==> config.mk <==
export PLATFORM = sky130hd
export DESIGN_NAME = id_stage
export DESIGN_NICKNAME = d
export VERILOG_FILES = /design/src/rtl/id_stage_pkg.sv /design/src/rtl/id_stage_reg_file_32x32.sv /design/src/rtl/id_stage.sv
export SDC_FILE = /design/constraint.sdc
export NUM_CORES = 2
export LEC_CHECK = 0
export CORE_ASPECT_RATIO = 2
export CORE_MARGIN = 5
export CORE_UTILIZATION = 40
export CTS_CLUSTER_DIAMETER = 40
export DETAILED_ROUTE_END_ITERATION = 8
export PLACE_DENSITY = 0.57
export SLEW_MARGIN = 30
export SYNTH_ARGS = -nofsm -noshare
export SYNTH_HDL_FRONTEND = slang
export SYNTH_SLANG_ARGS = --single-unit
==> constraint.sdc <==
create_clock -name clk -period 40.9 [get_ports clk]
set_input_delay 8.18 -clock clk [delete_from_list [all_inputs] [get_ports clk]]
set_output_delay 8.18 -clock clk [all_outputs]
set_load 0.01 [all_outputs]
==> src/rtl/id_stage_pkg.sv <==
// Shared decode definitions for the instruction-decode stage: opcodes,
// ALU operation encodings and the control bundle handed to execute.
package id_stage_pkg;

  localparam logic [5:0] OP_RTYPE = 6'h00;
  localparam logic [5:0] OP_LW    = 6'h23;
  localparam logic [5:0] OP_SW    = 6'h2B;
  localparam logic [5:0] OP_BEQ   = 6'h04;
  localparam logic [5:0] OP_ADDI  = 6'h08;
  localparam logic [5:0] OP_J     = 6'h02;

  localparam logic [1:0] ALU_ADD   = 2'b00;
  localparam logic [1:0] ALU_SUB   = 2'b01;
  localparam logic [1:0] ALU_FUNCT = 2'b10;

  typedef struct packed {
    logic       reg_dst;
    logic       alu_src;
    logic       mem_to_reg;
    logic       reg_write;
    logic       mem_read;
    logic       mem_write;
    logic       branch;
    logic       jump;
    logic       illegal;
    logic [1:0] alu_op;
  } ctrl_t;

  function automatic ctrl_t decode_op(input logic [5:0] op);
    ctrl_t c;
    c = '0;
    case (op)
      OP_RTYPE: begin
        c.reg_dst   = 1'b1;
        c.reg_write = 1'b1;
        c.alu_op    = ALU_FUNCT;
      end
      OP_LW: begin
        c.alu_src    = 1'b1;
        c.mem_to_reg = 1'b1;
        c.reg_write  = 1'b1;
        c.mem_read   = 1'b1;
        c.alu_op     = ALU_ADD;
      end
      OP_SW: begin
        c.alu_src   = 1'b1;
        c.mem_write = 1'b1;
        c.alu_op    = ALU_ADD;
      end
      OP_BEQ: begin
        c.branch = 1'b1;
        c.alu_op = ALU_SUB;
      end
      OP_ADDI: begin
        c.alu_src   = 1'b1;
        c.reg_write = 1'b1;
        c.alu_op    = ALU_ADD;
      end
      OP_J:    c.jump = 1'b1;
      default: c.illegal = 1'b1;
    endcase
    return c;
  endfunction

endpackage

==> src/rtl/id_stage_reg_file_32x32.sv <==
// 32x32 register file: one write port, two combinational read ports, r0 hardwired to 0.
// Optional ID_WB_BYPASS_EN forwards the in-flight write to matching read ports.
module reg_file_32x32 #(
  parameter int DATA_W = 32,
  parameter int ADDR_W = 5
) (
  input  logic              clk,
  input  logic              rst,
  input  logic              we,
  input  logic [ADDR_W-1:0] wa,
  input  logic [DATA_W-1:0] wd,
  input  logic [ADDR_W-1:0] ra0,
  input  logic [ADDR_W-1:0] ra1,
  output logic [DATA_W-1:0] rd0,
  output logic [DATA_W-1:0] rd1
);

  localparam int NREG = 1 << ADDR_W;

  logic [DATA_W-1:0] regs [NREG];
  logic [DATA_W-1:0] stored0, stored1;

  always_ff @(posedge clk or posedge rst) begin
    if (rst) begin
      for (int i = 0; i < NREG; i++) regs[i] <= '0;
    end else if (we && (wa != '0)) begin
      regs[wa] <= wd;
    end
  end

  assign stored0 = (ra0 == '0) ? '0 : regs[ra0];
  assign stored1 = (ra1 == '0) ? '0 : regs[ra1];

`ifdef ID_WB_BYPASS_EN
  assign rd0 = (we && (wa != '0) && (wa == ra0)) ? wd : stored0;
  assign rd1 = (we && (wa != '0) && (wa == ra1)) ? wd : stored1;
`else
  assign rd0 = stored0;
  assign rd1 = stored1;
`endif

endmodule

==> src/rtl/id_stage.sv <==
// Decode stage: IF/ID register with stall/flush, register file and MIPS-subset decoder.
// Build option ID_WB_BYPASS_EN (in reg_file_32x32) enables same-cycle writeback forwarding.
module id_stage
  import id_stage_pkg::*;
#(
  parameter int DATA_W = 32,
  parameter int REG_AW = 5
) (
  input  logic              clk,
  input  logic              rst,
  input  logic [DATA_W-1:0] InstructionIn,
  input  logic [DATA_W-1:0] pc_plus4_in,
  input  logic              if_valid,
  input  logic              stall,
  input  logic              flush,
  input  logic              wb_we,
  input  logic [REG_AW-1:0] wb_addr,
  input  logic [DATA_W-1:0] wb_data,
  output logic              id_valid,
  output logic [4:0]        rs,
  output logic [4:0]        rt,
  output logic [4:0]        rd,
  output logic [4:0]        shamt,
  output logic [5:0]        opcode,
  output logic [5:0]        funct,
  output logic [DATA_W-1:0] rs_data,
  output logic [DATA_W-1:0] rt_data,
  output logic [DATA_W-1:0] imm_ext,
  output logic [DATA_W-1:0] branch_target,
  output logic [DATA_W-1:0] jump_target,
  output logic              reg_dst,
  output logic              alu_src,
  output logic              mem_to_reg,
  output logic              reg_write,
  output logic              mem_read,
  output logic              mem_write,
  output logic              branch,
  output logic              jump,
  output logic              illegal,
  output logic [1:0]        alu_op
);

  logic [DATA_W-1:0] ifid_instr;
  logic [DATA_W-1:0] ifid_pc4;
  logic              ifid_valid;
  ctrl_t             ctrl;

  // flush clears instr/valid only; pc_plus4 is irrelevant once valid drops
  always_ff @(posedge clk or posedge rst) begin
    if (rst) begin
      ifid_instr <= '0;
      ifid_pc4   <= '0;
      ifid_valid <= 1'b0;
    end else if (flush) begin
      ifid_instr <= '0;
      ifid_valid <= 1'b0;
    end else if (!stall) begin
      ifid_instr <= InstructionIn;
      ifid_pc4   <= pc_plus4_in;
      ifid_valid <= if_valid;
    end
  end

  assign id_valid = ifid_valid;
  assign opcode   = ifid_instr[31:26];
  assign rs       = ifid_instr[25:21];
  assign rt       = ifid_instr[20:16];
  assign rd       = ifid_instr[15:11];
  assign shamt    = ifid_instr[10:6];
  assign funct    = ifid_instr[5:0];

  assign imm_ext       = {{(DATA_W-16){ifid_instr[15]}}, ifid_instr[15:0]};
  assign branch_target = ifid_pc4 + {imm_ext[DATA_W-3:0], 2'b00};
  assign jump_target   = {ifid_pc4[DATA_W-1:DATA_W-4], ifid_instr[25:0], 2'b00};

  always_comb begin
    ctrl = '0;
    if (ifid_valid) ctrl = decode_op(opcode);
  end

  assign reg_dst    = ctrl.reg_dst;
  assign alu_src    = ctrl.alu_src;
  assign mem_to_reg = ctrl.mem_to_reg;
  assign reg_write  = ctrl.reg_write;
  assign mem_read   = ctrl.mem_read;
  assign mem_write  = ctrl.mem_write;
  assign branch     = ctrl.branch;
  assign jump       = ctrl.jump;
  assign illegal    = ctrl.illegal;
  assign alu_op     = ctrl.alu_op;

  reg_file_32x32 #(
    .DATA_W(DATA_W),
    .ADDR_W(REG_AW)
  ) u_rf (
    .clk (clk),
    .rst (rst),
    .we  (wb_we),
    .wa  (wb_addr),
    .wd  (wb_data),
    .ra0 (rs),
    .ra1 (rt),
    .rd0 (rs_data),
    .rd1 (rt_data)
  );

endmodule

### After elaboration in Yosys (flattened, before gate mapping)

Cells that the tools add are included.

| storage, ports and cells | value |
|---|---|
| word-level logic and storage cells | 86 |
| input port bits | 107 |
| flip-flop bits (word level) | 1089 |

| operators by class | value |
|---|---|
| magnitude comparators | 4 |
| bitwise logic cells | 5 |
| equal/unequal tests | 6 |
| reduce and logical (&&, ||, !) cells | 10 |
| add/subtract/negate cells | 1 |
| multiplexer cells | 25 |

Operator list:

| cell | count |
|---|---|
| bitwise mux 1024 bit | 1 |
| binary-select mux 32 bit (select 5 bit) | 2 |
| 2-to-1 mux 32 bit | 9 |
| demux 32 bit (select 5 bit) | 1 |
| adder 32 bit | 1 |
| >= comparator 6 bit (second input constant) | 3 |
| inverter 5 -> 6 bit | 3 |
| == test 6 bit (second input constant) | 2 |
| 2-to-1 mux 11 bit | 1 |
| logical NOT 5 bit | 2 |
| 2-to-1 mux 1 bit | 10 |
| == test 6 x 2 -> 1 bit (second input constant) | 1 |
| == test 6 x 3 -> 1 bit (second input constant) | 1 |
| == test 6 x 4 -> 1 bit (second input constant) | 1 |
| logical NOT 6 bit | 1 |
| < comparator 6 x 1 -> 1 bit (second input constant) | 1 |
| OR reduction 3 bit | 2 |
| OR reduction 6 bit | 1 |
| nonzero test 5 bit | 1 |
| one-hot mux 2 bit (2 select lines) | 1 |
| logical AND 1 bit | 2 |
| inequality test 2 x 1 -> 1 bit (second input constant) | 1 |
| inverter 1 bit | 2 |
| AND reduction 2 bit | 1 |

### Logic depth before layout (Yosys ltp)

| logic depth | value |
|---|---|
| word-level depth | 6 |
| gate-level depth with buffers | 10 |
| depth with buffers taken out | 10 |

### Cells and area by module

From an unflattened synthesis, not the netlist that was laid out.

| unflattened totals | value |
|---|---|
| cells, all modules | 4230 |
| area total of the unflattened synthesis | 59759.8 µm² |

Modules (own cells, without submodules):

| module | area each (µm²) | times used | cells an instance |
|---|---|---|---|
| reg_file_32x32 | 54732.5 | 1 | 3692 |
| id_stage | 5027.3 | 1 | 538 |

### Worst setup path after synthesis

Ideal clock, no wire load.

| timing path | value |
|---|---|
| path kind | register to output |
| start point | register ifid_instr[15] |
| end point | output port branch_target[27] |
| setup slack | 30.080 ns |
| stages on the path, launching flop included | 9 |
| required time | 32.720 ns |
| arrival time | 2.640 ns |
| buffers on the path | 0 |
| cell sequence | dfrtp_1 -> ha_1 -> a21oi_1 -> o21ai_0 -> a2111oi_0 -> o21bai_1 -> a21oi_1 -> o21ai_0 -> xor2_1 |

| between the ends | value |
|---|---|
| longest elaborated chain between the ends | 1 |

Ends and longest elaborated chain:

| item | RTL line | text |
|---|---|---|
| start: declaration | id_stage.sv:43 | `logic [DATA_W-1:0] ifid_instr;` |
| start signal: assignment | id_stage.sv:58 | `ifid_instr <= InstructionIn;` |
| adder 32 bit | id_stage.sv:73 | `assign branch_target = ifid_pc4 + {imm_ext[DATA_W-3:0], 2'b00};` |
| end: declaration | id_stage.sv:29 | `output logic [DATA_W-1:0] branch_target,` |

No other way between the ends.

### Worst setup path after layout

| timing path | value |
|---|---|
| start point | register ifid_instr[21] |
| end point | output port rs_data[19] |

| between the ends | value |
|---|---|
| longest elaborated chain between the ends | 5 |

Ends and longest elaborated chain:

| item | RTL line | text |
|---|---|---|
| inverter 5 -> 6 bit (implied by the code) | id_stage_reg_file_32x32.sv:31 | `assign stored0 = (ra0 == '0) ? '0 : regs[ra0];` |
| binary-select mux 32 bit (select 5 bit) | id_stage_reg_file_32x32.sv:31 |  |
| 2-to-1 mux 32 bit (implied by the code) (2 in a row) | id_stage_reg_file_32x32.sv:31 |  |
| 2-to-1 mux 32 bit (*) | id_stage_reg_file_32x32.sv:31 |  |
| end: declaration | id_stage.sv:26 | `output logic [DATA_W-1:0] rs_data,` |

Every way passes the cells marked *; elsewhere a longest branch is shown, timed or not. The select of a mux whose other input is x is not followed.

==> results.yml <==
outcome:
  status: "finished, final reports clean"
synthesis:
  synth_top_family_by_area: "multiplexers"
  synthAdderAreaFrac: 0.00669
  ys_warn_count: 0
  ys_async_sr_fraction: 1.00
  synth_compound_area_frac: 0.0102
  yosys-top-cells-count: "dfrtp_1, mux2_2, mux4_2"
  syn_avg_cell_area_um2: 15.8
  yosys-top-cells-area: "dfrtp_1, mux4_2, mux2_2, mux2i_1, clkbuf_1"
  synth_edf_count: 0
  syn_inst: 3712
  synth_most_common_cell: "dfrtp_1"
  synth_top_area_frac: 0.464
  synth_ff_type: "dfrtp_1"
  synth-xor-area-share: 0.00403
  muxShareOfSynthArea: 0.458
  synthSimpleGateAreaFrac: 0.0177
  synth-seq-area-share: 0.464
  syn_area_um2: 58700
  synth_seq_cells: 1089
  yosys.cell_types.count: 57
  synth_area_leader_cell: "dfrtp_1"
final_layout:
  num-nets-final: 3903
  final.fill_count: 12800
  drive_above_1_share: 0.529
  area_growth_pct: 15.3
  fin_cells: 5789
job:
  maxCapViolCount: 0
pwr:
  p_leak_uw: 0.0279
  p_per_area_nw_per_um2: 49.9
  ir_drop_v: 0.0000397
critical_path:
  cp-end-kind: "output port"
  worstPathRequired_ns: 32.72
  critPathKind: "reg -> out"
  reg2reg_slack_ns: 37.92
  crit_path_max_incr_delay_ns: 0.74
  path_delay_family: "buffers and inverters"
  critPathBufInv: 5
  path_cells: "buf_4 > buf_12 > buf_12 > buf_16 > mux4_2 > mux4_2 > mux2i_1 > nor2_1 > clkdlybuf4s50_1"
  cp_slowest_cell: "dfrtp_4"
  start_kind: "flip-flop"
  worstPathArrival_ns: 5.26
  cp_max_fo: 67
route:
  detail_route.wl_per_cell_um: 30.4
  postRouteAntennaNets: 0
  num_vias: 35100
  drc: 0
  vias_per_cell: 6.06
  dr.pass1.iters: 5
  drt_iter0_markers: 2550
  wl_um: 176000
clock_network:
  cts_sinks: 1089
  cts_tree: "yes"
  cts_made_buffers: 136
  clock_path_buffers: 3
  holdBufCountCts: 0
  cts_resized: 0
  postCtsSetupRepairBufs: 0
  clkTransAtPathRegs_ns: 0.06
  insertion_delay_ns: 0.74
  cts_root_buf: "clkbuf_16"
  htreeDepth: 4
floorplanning:
  dieArea_um2: 155000
  die_w_um: 281
  core.rowCount: 199
  io_pins: 311
  start_util: 0.401
  die_h_um: 552
  core_area_um2: 146000
timing:
  setup_violations: 0
  tightest_slew_ns: 1.07
  whs_ns: 0.392
  rsz0062_at_grt: "no"
  fin_crit_sh: 0.328
  drv_slew: 0
  period_minus_slack_ns: 13.44
  slew-limit-headroom: 0.287
  final.setup.tns_ns: 0
  hold_viol: 0
  fmaxAchievable_mhz: 74.4
  skew_ns: 0
min_path:
  hp-class: "reg -> reg"
global_routing:
  grt_remaining_overflow: 0
  grt_pass1_wl_um: 259000
  track_usage: 0.226
  grt_start_max_net_pins: 178
  grt_antenna_before_repair: 12
  grt_pass1_vias: 37500
placed_design:
  place.gp.congestion: 0.764
  dp.final_hpwl_um: 93900
  dp.cells: 5532
  numPortBuffers: 308
-- cell families after synthesis --
family          count (synthesis)
mux                          1760
buf+inv                       473
other cells                     1
simple gates                  233
fa+ha+maj                      31
compound gates                 98
xor+xnor                       27
flops                        1089
-- sequential cells by signal (all words and copies together), names as in the netlist --
signal,count
id_valid,1
ifid_instr,32
ifid_pc4,32
u_rf.regs,1024
-- worst register-to-register path: stages, from the launching register on --
cell     delay [ns]
dfrtp_4        0.91
buf_6          0.71
buf_4          0.88
mux2i_1        0.23
nor2_1         0.18
-- worst paths after layout --
check | from | end | cells after the start
max | ifid_instr[21]$_DFFE_PP0P_ | rs_data[19] | 9
min | u_rf.regs[995]$_DFFE_PP0P_ | u_rf.regs[995]$_DFFE_PP0P_ | 0
max reg2reg | ifid_instr[17]$_DFFE_PP0P_ | ifid_instr[17]$_DFFE_PP0P_ | 4
min reg2reg | u_rf.regs[995]$_DFFE_PP0P_ | u_rf.regs[995]$_DFFE_PP0P_ | 0
max in group asynchronous | rst | u_rf.regs[684]$_DFFE_PP0P_ | 7
min in group asynchronous | rst | u_rf.regs[764]$_DFFE_PP0P_ | 2
-- placed cells by master, fill, tap and decap left out, types with 11 or more instances in the layout --
cell type / count
o21ai_0: 22
nor2_1: 119
clkdlybuf4s50_1: 276
buf_2: 32
dfrtp_1: 1079
clkinv_2: 19
a21oi_1: 39
ha_1: 29
nand2_1: 23
xor2_1: 11
xnor2_1: 16
mux2i_1: 97
clkbuf_1: 14
buf_4: 46
nor2_4: 19
inv_6: 17
bufinv_16: 13
clkbuf_16: 143
clkbuf_8: 15
mux2_2: 1023
mux4_2: 640
-- routing by layer --
layer | track usage | part of all wire
met5 | 0 | 0.00030
met4 | 0.0741 | 0.034
met3 | 0.0456 | 0.059
met2 | 0.362 | 0.48
met1 | 0.313 | 0.42
-- area by class of cell --
| cell class | count | area [µm²] | share of cell area |
|---|---|---|---|
| clock buffer | 172 | 3840 | 0.0567 |
| multi-input combinational | 2151 | 29600 | 0.436 |
| inverter | 10 | 45.0 | 0.000665 |
| timing repair buffer | 378 | 3700 | 0.0547 |
| sequential | 1089 | 27300 | 0.403 |
| tap | 1909 | 2390 | 0.0353 |
| clock inverter | 75 | 891 | 0.0132 |
| antenna | 5 | 12.5 | 0.000185 |
-- stage by stage --
stage	power (µW)	utilization	setup slack, ns	area (µm²)
after floorplan	1920	-	2.06	58700
after global placement	2110	0.429	27.79	62700
after detailed placement	2140	0.430	27.78	63000
after CTS	3410	0.462	27.00	67700
after global routing	3530	0.462	27.07	67700
final	3380	0.463	27.46	67700
-- report_power, final --
part | internal [µW] | switching, µW
Clock | 756 | 508
Combinational | 427 | 263
Sequential | 1280 | 148
No activity file was read; power rests on OpenSTA's default activity.
